<file path="src/rtl/sample_collector_if.sv">
// Bus bundle for sample_collector: memory read port, sample stream out, control/status.
// Carries o_sum only when SAMPLE_COLLECTOR_SUM_EN is defined.
interface sample_collector_if #(
  parameter int DATA_WIDTH = 8,
  parameter int ADDR_WIDTH = 10,
  parameter int DEPTH      = 100
);
  localparam int SUM_WIDTH = DATA_WIDTH + $clog2(DEPTH) + 1;

  logic                  i_start;
  logic [ADDR_WIDTH-1:0] i_base_addr;
  logic [ADDR_WIDTH-1:0] o_addr;
  logic                  o_rd_en;
  logic [DATA_WIDTH-1:0] i_data;
  logic [DATA_WIDTH-1:0] o_data;
  logic                  o_valid;
  logic                  i_ready;
  logic                  o_busy;
  logic                  o_done;
  logic [1:0]            o_state;
`ifdef SAMPLE_COLLECTOR_SUM_EN
  logic [SUM_WIDTH-1:0]  o_sum;
`endif

  // Stream handshake: a sample moves when o_valid & i_ready are both high on a
  // rising edge; o_valid never drops and o_data never changes while i_ready is low.
  modport master (
    input  i_start, i_base_addr, i_data, i_ready,
    output o_addr, o_rd_en, o_data, o_valid, o_busy, o_done, o_state
`ifdef SAMPLE_COLLECTOR_SUM_EN
    , output o_sum
`endif
  );

  modport slave (
    output i_start, i_base_addr, i_data, i_ready,
    input  o_addr, o_rd_en, o_data, o_valid, o_busy, o_done, o_state
`ifdef SAMPLE_COLLECTOR_SUM_EN
    , input o_sum
`endif
  );
endinterface

</file>
<file path="src/rtl/sample_collector.sv">
// Reads DEPTH strided words from a synchronous memory into a shift buffer, then streams them oldest-first.
// Optional running block sum on o_sum when SAMPLE_COLLECTOR_SUM_EN is defined.
module sample_collector #(
  parameter int DATA_WIDTH = 8,
  parameter int ADDR_WIDTH = 10,
  parameter int DEPTH      = 100,
  parameter int STRIDE     = 1
) (
  input  logic               i_clk,
  input  logic               i_rst,
  sample_collector_if.master bus
);
  localparam int IW = $clog2(DEPTH);
  localparam int CW = $clog2(DEPTH + 1);
  localparam logic [IW-1:0]         LAST_IDX = IW'(DEPTH - 1);
  localparam logic [CW-1:0]         FULL_CNT = CW'(DEPTH);
  localparam logic [ADDR_WIDTH-1:0] STEP     = ADDR_WIDTH'(STRIDE);
`ifdef SAMPLE_COLLECTOR_SUM_EN
  localparam int SUM_WIDTH = DATA_WIDTH + $clog2(DEPTH) + 1;
`endif

  typedef enum logic [1:0] {S_IDLE, S_FETCH, S_DRAIN, S_OUT} state_t;

  state_t                r_state;
  state_t                w_next;
  logic [ADDR_WIDTH-1:0] r_addr;
  logic                  r_rd_en;
  logic                  r_cap_en;
  logic [IW-1:0]         r_rd_cnt;
  logic [IW-1:0]         r_wr_cnt;
  logic [CW-1:0]         r_rem;
  logic                  r_valid;
  logic                  r_busy;
  logic                  r_done;
  logic [DATA_WIDTH-1:0] r_buf [DEPTH];
  logic                  w_accept;
  logic                  w_hs;
  logic                  w_last_hs;

  assign w_accept  = (r_state == S_IDLE) && bus.i_start;
  assign w_hs      = (r_state == S_OUT) && r_valid && bus.i_ready;
  assign w_last_hs = w_hs && (r_rem == CW'(1));

  always_ff @(posedge i_clk or negedge i_rst) begin
    if (!i_rst) r_state <= S_IDLE;
    else        r_state <= w_next;
  end

  always_comb begin
    w_next = r_state;
    case (r_state)
      S_IDLE:  if (bus.i_start) w_next = S_FETCH;
      S_FETCH: if (r_rd_cnt == LAST_IDX) w_next = S_DRAIN;
      S_DRAIN: w_next = S_OUT;
      S_OUT:   if (w_last_hs) w_next = S_IDLE;
      default: w_next = S_IDLE;
    endcase
  end

  // Control outputs are registered from the next state so they line up with the state itself.
  always_ff @(posedge i_clk or negedge i_rst) begin
    if (!i_rst) begin
      r_addr   <= '0;
      r_rd_en  <= 1'b0;
      r_cap_en <= 1'b0;
      r_rd_cnt <= '0;
      r_wr_cnt <= '0;
      r_rem    <= '0;
      r_valid  <= 1'b0;
      r_busy   <= 1'b0;
      r_done   <= 1'b0;
      for (int i = 0; i < DEPTH; i++) r_buf[i] <= '0;
    end else begin
      r_rd_en  <= (w_next == S_FETCH);
      r_valid  <= (w_next == S_OUT);
      r_busy   <= (w_next != S_IDLE);
      r_done   <= w_last_hs;
      // Read data returns one cycle after each strobe.
      r_cap_en <= r_rd_en;

      if (w_accept) begin
        r_addr   <= bus.i_base_addr;
        r_rd_cnt <= '0;
        r_wr_cnt <= '0;
      end else if (r_state == S_FETCH && w_next == S_FETCH) begin
        r_addr   <= r_addr + STEP;
        r_rd_cnt <= r_rd_cnt + 1'b1;
      end

      if (r_cap_en) begin
        r_buf[r_wr_cnt] <= bus.i_data;
        r_wr_cnt        <= r_wr_cnt + 1'b1;
      end

      if (r_state == S_DRAIN) begin
        r_rem <= FULL_CNT;
      end else if (w_hs) begin
        r_rem <= r_rem - 1'b1;
        for (int i = 0; i < DEPTH - 1; i++) r_buf[i] <= r_buf[i+1];
        r_buf[DEPTH-1] <= '0;
      end
    end
  end

`ifdef SAMPLE_COLLECTOR_SUM_EN
  logic [SUM_WIDTH-1:0] r_sum;

  always_ff @(posedge i_clk or negedge i_rst) begin
    if (!i_rst)        r_sum <= '0;
    else if (w_accept) r_sum <= '0;
    else if (r_cap_en) r_sum <= r_sum + SUM_WIDTH'(bus.i_data);
  end

  assign bus.o_sum = r_sum;
`endif

  assign bus.o_addr  = r_addr;
  assign bus.o_rd_en = r_rd_en;
  assign bus.o_data  = r_buf[0];
  assign bus.o_valid = r_valid;
  assign bus.o_busy  = r_busy;
  assign bus.o_done  = r_done;
  assign bus.o_state = r_state;
endmodule
</file>
<file path="src/flat_wrapper.sv">
// flat-port wrapper written by rule: the top's interface ports become plain ports
module sample_collector_flat 
#(
  parameter int DATA_WIDTH = 8,
  parameter int ADDR_WIDTH = 10,
  parameter int DEPTH      = 100,
  parameter int STRIDE     = 1
)
  (i_clk, i_rst, bus_i_start, bus_i_base_addr, bus_i_data, bus_i_ready, bus_o_addr, bus_o_rd_en, bus_o_data, bus_o_valid, bus_o_busy, bus_o_done, bus_o_state);
  sample_collector_if #(.DATA_WIDTH(DATA_WIDTH), .ADDR_WIDTH(ADDR_WIDTH), .DEPTH(DEPTH)) bus_i ();
  input  logic i_clk;
  input  logic i_rst;
  input wire logic [$bits(bus_i.i_start)-1:0] bus_i_start;
  input wire logic [$bits(bus_i.i_base_addr)-1:0] bus_i_base_addr;
  input wire logic [$bits(bus_i.i_data)-1:0] bus_i_data;
  input wire logic [$bits(bus_i.i_ready)-1:0] bus_i_ready;
  output wire logic [$bits(bus_i.o_addr)-1:0] bus_o_addr;
  output wire logic [$bits(bus_i.o_rd_en)-1:0] bus_o_rd_en;
  output wire logic [$bits(bus_i.o_data)-1:0] bus_o_data;
  output wire logic [$bits(bus_i.o_valid)-1:0] bus_o_valid;
  output wire logic [$bits(bus_i.o_busy)-1:0] bus_o_busy;
  output wire logic [$bits(bus_i.o_done)-1:0] bus_o_done;
  output wire logic [$bits(bus_i.o_state)-1:0] bus_o_state;
  assign bus_i.i_start = bus_i_start;
  assign bus_i.i_base_addr = bus_i_base_addr;
  assign bus_i.i_data = bus_i_data;
  assign bus_i.i_ready = bus_i_ready;
  assign bus_o_addr = bus_i.o_addr;
  assign bus_o_rd_en = bus_i.o_rd_en;
  assign bus_o_data = bus_i.o_data;
  assign bus_o_valid = bus_i.o_valid;
  assign bus_o_busy = bus_i.o_busy;
  assign bus_o_done = bus_i.o_done;
  assign bus_o_state = bus_i.o_state;
  sample_collector #(.DATA_WIDTH(DATA_WIDTH), .ADDR_WIDTH(ADDR_WIDTH), .DEPTH(DEPTH), .STRIDE(STRIDE)) u_core (.i_clk(i_clk), .i_rst(i_rst), .bus(bus_i));
endmodule
</file>
<file path="config.mk">
export PLATFORM = sky130hd
export DESIGN_NAME = sample_collector_flat
export DESIGN_NICKNAME = d
export VERILOG_FILES = /design/src/rtl/sample_collector_if.sv /design/src/rtl/sample_collector.sv /design/src/flat_wrapper.sv
export SDC_FILE = /design/constraint.sdc
export NUM_CORES = 2
export LEC_CHECK = 0
export BUFFER_PORTS_ARGS = -buffer_cell sky130_fd_sc_hd__buf_2
export CAP_MARGIN = 20
export CELL_PAD_IN_SITES_DETAIL_PLACEMENT = 1
export CELL_PAD_IN_SITES_GLOBAL_PLACEMENT = 1
export CORE_ASPECT_RATIO = 0.6
export CORE_MARGIN = 2
export CORE_UTILIZATION = 45
export DETAILED_ROUTE_END_ITERATION = 7
export GPL_TIMING_DRIVEN = 1
export PLACE_DENSITY = 0.8
export SLEW_MARGIN = 15
export SYNTH_ARGS = -nofsm -noshare
export SYNTH_HDL_FRONTEND = slang
export SYNTH_SLANG_ARGS = --single-unit
</file>
<file path="constraint.sdc">
create_clock -name i_clk -period 3.8 [get_ports i_clk]
set_input_delay 0.19 -clock i_clk [delete_from_list [all_inputs] [get_ports i_clk]]
set_output_delay 0.19 -clock i_clk [all_outputs]
set_load 0.01 [all_outputs]
</file>
==> qor.csv <==
metric,value,unit
cp_cell_sequence,nor4bb_2 > buf_4 > nand2_1 > mux2i_1 > o21ai_0,
cp-end-kind,flop,
die-area,89700,um^2
slew_viol_final,0,
overflow,0,
outcome,completed,
start_kind,flop,
async_flop_share,100,%
start_util,45.7,%
ios,46,
synth_most_common_cell,dfrtp_1,
drcViolationCount,0,
ys.flop_type,dfrtp_1,
rsz0062_at_grt,false,
antenna_left,0,
gp_congestion,0.789,
path_class,reg -> reg,
r2r.worst_path.cells,5,
htreeDepth,3,
fin_tns_setup,0,ns
dp_slack,1.00,ns
clock-sinks,838,
fin_skew,0.0200,ns
mappedNetlistArea,39300,um^2
cp_slowest_cell,dfrtp_1,
wl_per_cell,20.2,um
synth_top_area_share,53.4,%
cap_viol_max_count,0,
hpwlAfterDp,60900,um
drt-initial-drc-count,1978,
drive_gt1_share,9.77,%
fp.coreArea,86000,um^2
cts_made_buffers,81,
fin_crit_sh,75.6,%
via_count,27905,
slew_headroom,27.3,%
grt_use_total,22.8,%
die_width,385,um
synth_top_area_cell,dfrtp_1,
antenna_found_initial,0,
critPathMaxStageDelay,0.87,ns
clk_pin_slew,0.07,ns
cts_tree,built,
wl,100000,um
finalHoldViolations,0,
synth_seq_cells,838,
crit_arrival,3.44,ns
num_rows,83,
drt-vias-per-instance,5.62,
port_buffers,45,
grt_pass1_wl,166000,um
clock_path_buffers,3,
fmaxAchievable,348,MHz
first_pass_iters,6,
areaGrowthSynthToFinish,10.8,%
synth_edf_count,0,
ys_seq_area_share,53.4,%
clk_latency,0.67,ns
synth.cells.most_frequent,"dfrtp_1, nand2_1, mux2i_1",
avgSynthCellArea,10.2,um^2
diodes,0,
syn_inst,3845,
p_per_area,651,nW/um^2
cp.required,4.37,ns
tightest_slew,1.09,ns
hold_class,in -> reg,
whs_path_depth,3,
timing.final.crit_period,2.87,ns
nNetsFinal,3780,
grt_max_degree,224,
syn_nets,3872,
first_global_vias,29663,
post_cts_buffers,0,
cts-root-buf,clkbuf_16,
timing.final.setup_violations,0,
synth-warning-count,0,
p_leak,21.8,nW
layout_setup_ws,0.927,ns
cp_max_fo,20,
ys_top_cells_by_area,"dfrtp_1, mux2i_1, o21ai_0",
synth.distinct_cells,64,
worst_ir_drop_vdd,466,uV
die_h,233,um
logic make-up after synthesis:
group	Yosys count	synth area share, %
AOI/OAI and AO/OA	848	11.0
xor gates and xnor gates	4	0.0892
adders and majority gates	5	0.159
buffers and inverters	330	3.60
DFF	838	53.4
muxes	799	20.4
and+or+nand+nor	1021	11.4
power breakdown:
part | internal, mW | total [mW] | switching, mW
combinational | 2.27 | 6.34 | 4.07
sequential | 11.6 | 13.5 | 1.88
clock | 4.85 | 8.48 | 3.64
total | 18.7 | 28.3 | 9.59
per-layer routing:
metal	wire length [um]	part of all wire, %	vias to the layer above	track usage, %
li1	-	-	13038	-
met1	49900	50	14413	33.0
met2	45200	45	322	35.7
met3	3240	3.2	132	3.66
met4	2020	2.0	0	5.61
met5	0	0	-	0
placed cells by master, fill, tap and decap left out, types with 16 or more instances in the layout:
| cell type | n |
|---|---|
| dfrtp_1 | 838 |
| nand2_1 | 832 |
| mux2i_1 | 798 |
| o21ai_0 | 786 |
| clkbuf_16 | 83 |
| buf_4 | 80 |
| nand2_2 | 58 |
| buf_2 | 36 |
| o21ai_1 | 22 |
| buf_12 | 20 |
| nand3_1 | 19 |
| clkinv_2 | 18 |
| clkbuf_8 | 18 |
| nor2_1 | 16 |
| a21oi_1 | 16 |
worst paths after layout:
path,from,to,slack [ns]
setup / recovery,u_core.r_wr_cnt[5],u_core.r_buf[450],0.93
hold / removal,bus_i_data[5],u_core.r_buf[5],0.16
setup reg to reg,u_core.r_wr_cnt[5],u_core.r_buf[450],0.93
hold reg to reg,u_core.bus.o_rd_en,u_core.r_cap_en,0.44
max in group asynchronous,i_rst,u_core.r_buf[438],2.45
min in group asynchronous,i_rst,u_core.r_buf[302],0.19
critical path: cells and delay by family (launching register included):
kind,cells,cell delay (ns)
buffers and inverters,1,0.32
AOI/OAI and AO/OA,1,0.21
muxes,1,0.21
and+or+nand+nor,2,1.15
DFF,1,0.87
flip-flops by register name (all words and copies together) (netlist names):
name and count:
u_core.r_cap_en 1, u_core.bus.o_addr 10, u_core.bus.o_valid 1, u_core.bus.o_data 8, u_core.bus.o_done 1, u_core.r_buf 792, u_core.r_rem 7, u_core.bus.o_state 2
u_core.r_rd_cnt 7, u_core.bus.o_busy 1, u_core.r_wr_cnt 7, u_core.bus.o_rd_en 1
cell type report:
| class | instances | area [um^2] |
|---|---|---|
| clock buffers | 112 | 2370 |
| multi-input cells | 2677 | 17000 |
| fillers | 9369 | 42500 |
| inverters | 5 | 18.8 |
| flip-flops and latches | 838 | 21000 |
| well taps | 1147 | 1440 |
| repair buffers | 150 | 1330 |
| clock inverters | 34 | 404 |
through the flow:
step	hold slack [ns]	util [%]	area (um^2)	instances	power, mW
2_1_floorplan	-0.106	-	39300	3845	17.7
3_3_place_gp	0.320	47.2	40600	4804	19.3
3_5_place_dp	0.304	47.2	40600	4804	19.9
4_1_cts	0.103	50.6	43500	4963	28.5
5_1_grt	0.169	50.6	43500	4963	30.2
6_report	0.160	50.6	43500	4963	28.3
timing repair:
| action | CTS | global route |
|---|---|---|
| gates resized for setup | 0 | 0 |
| hold buffers | 13 | 0 |
| endpoints found under the hold margin | 92 | 0 |
Power figures use the tool's default switching activity.
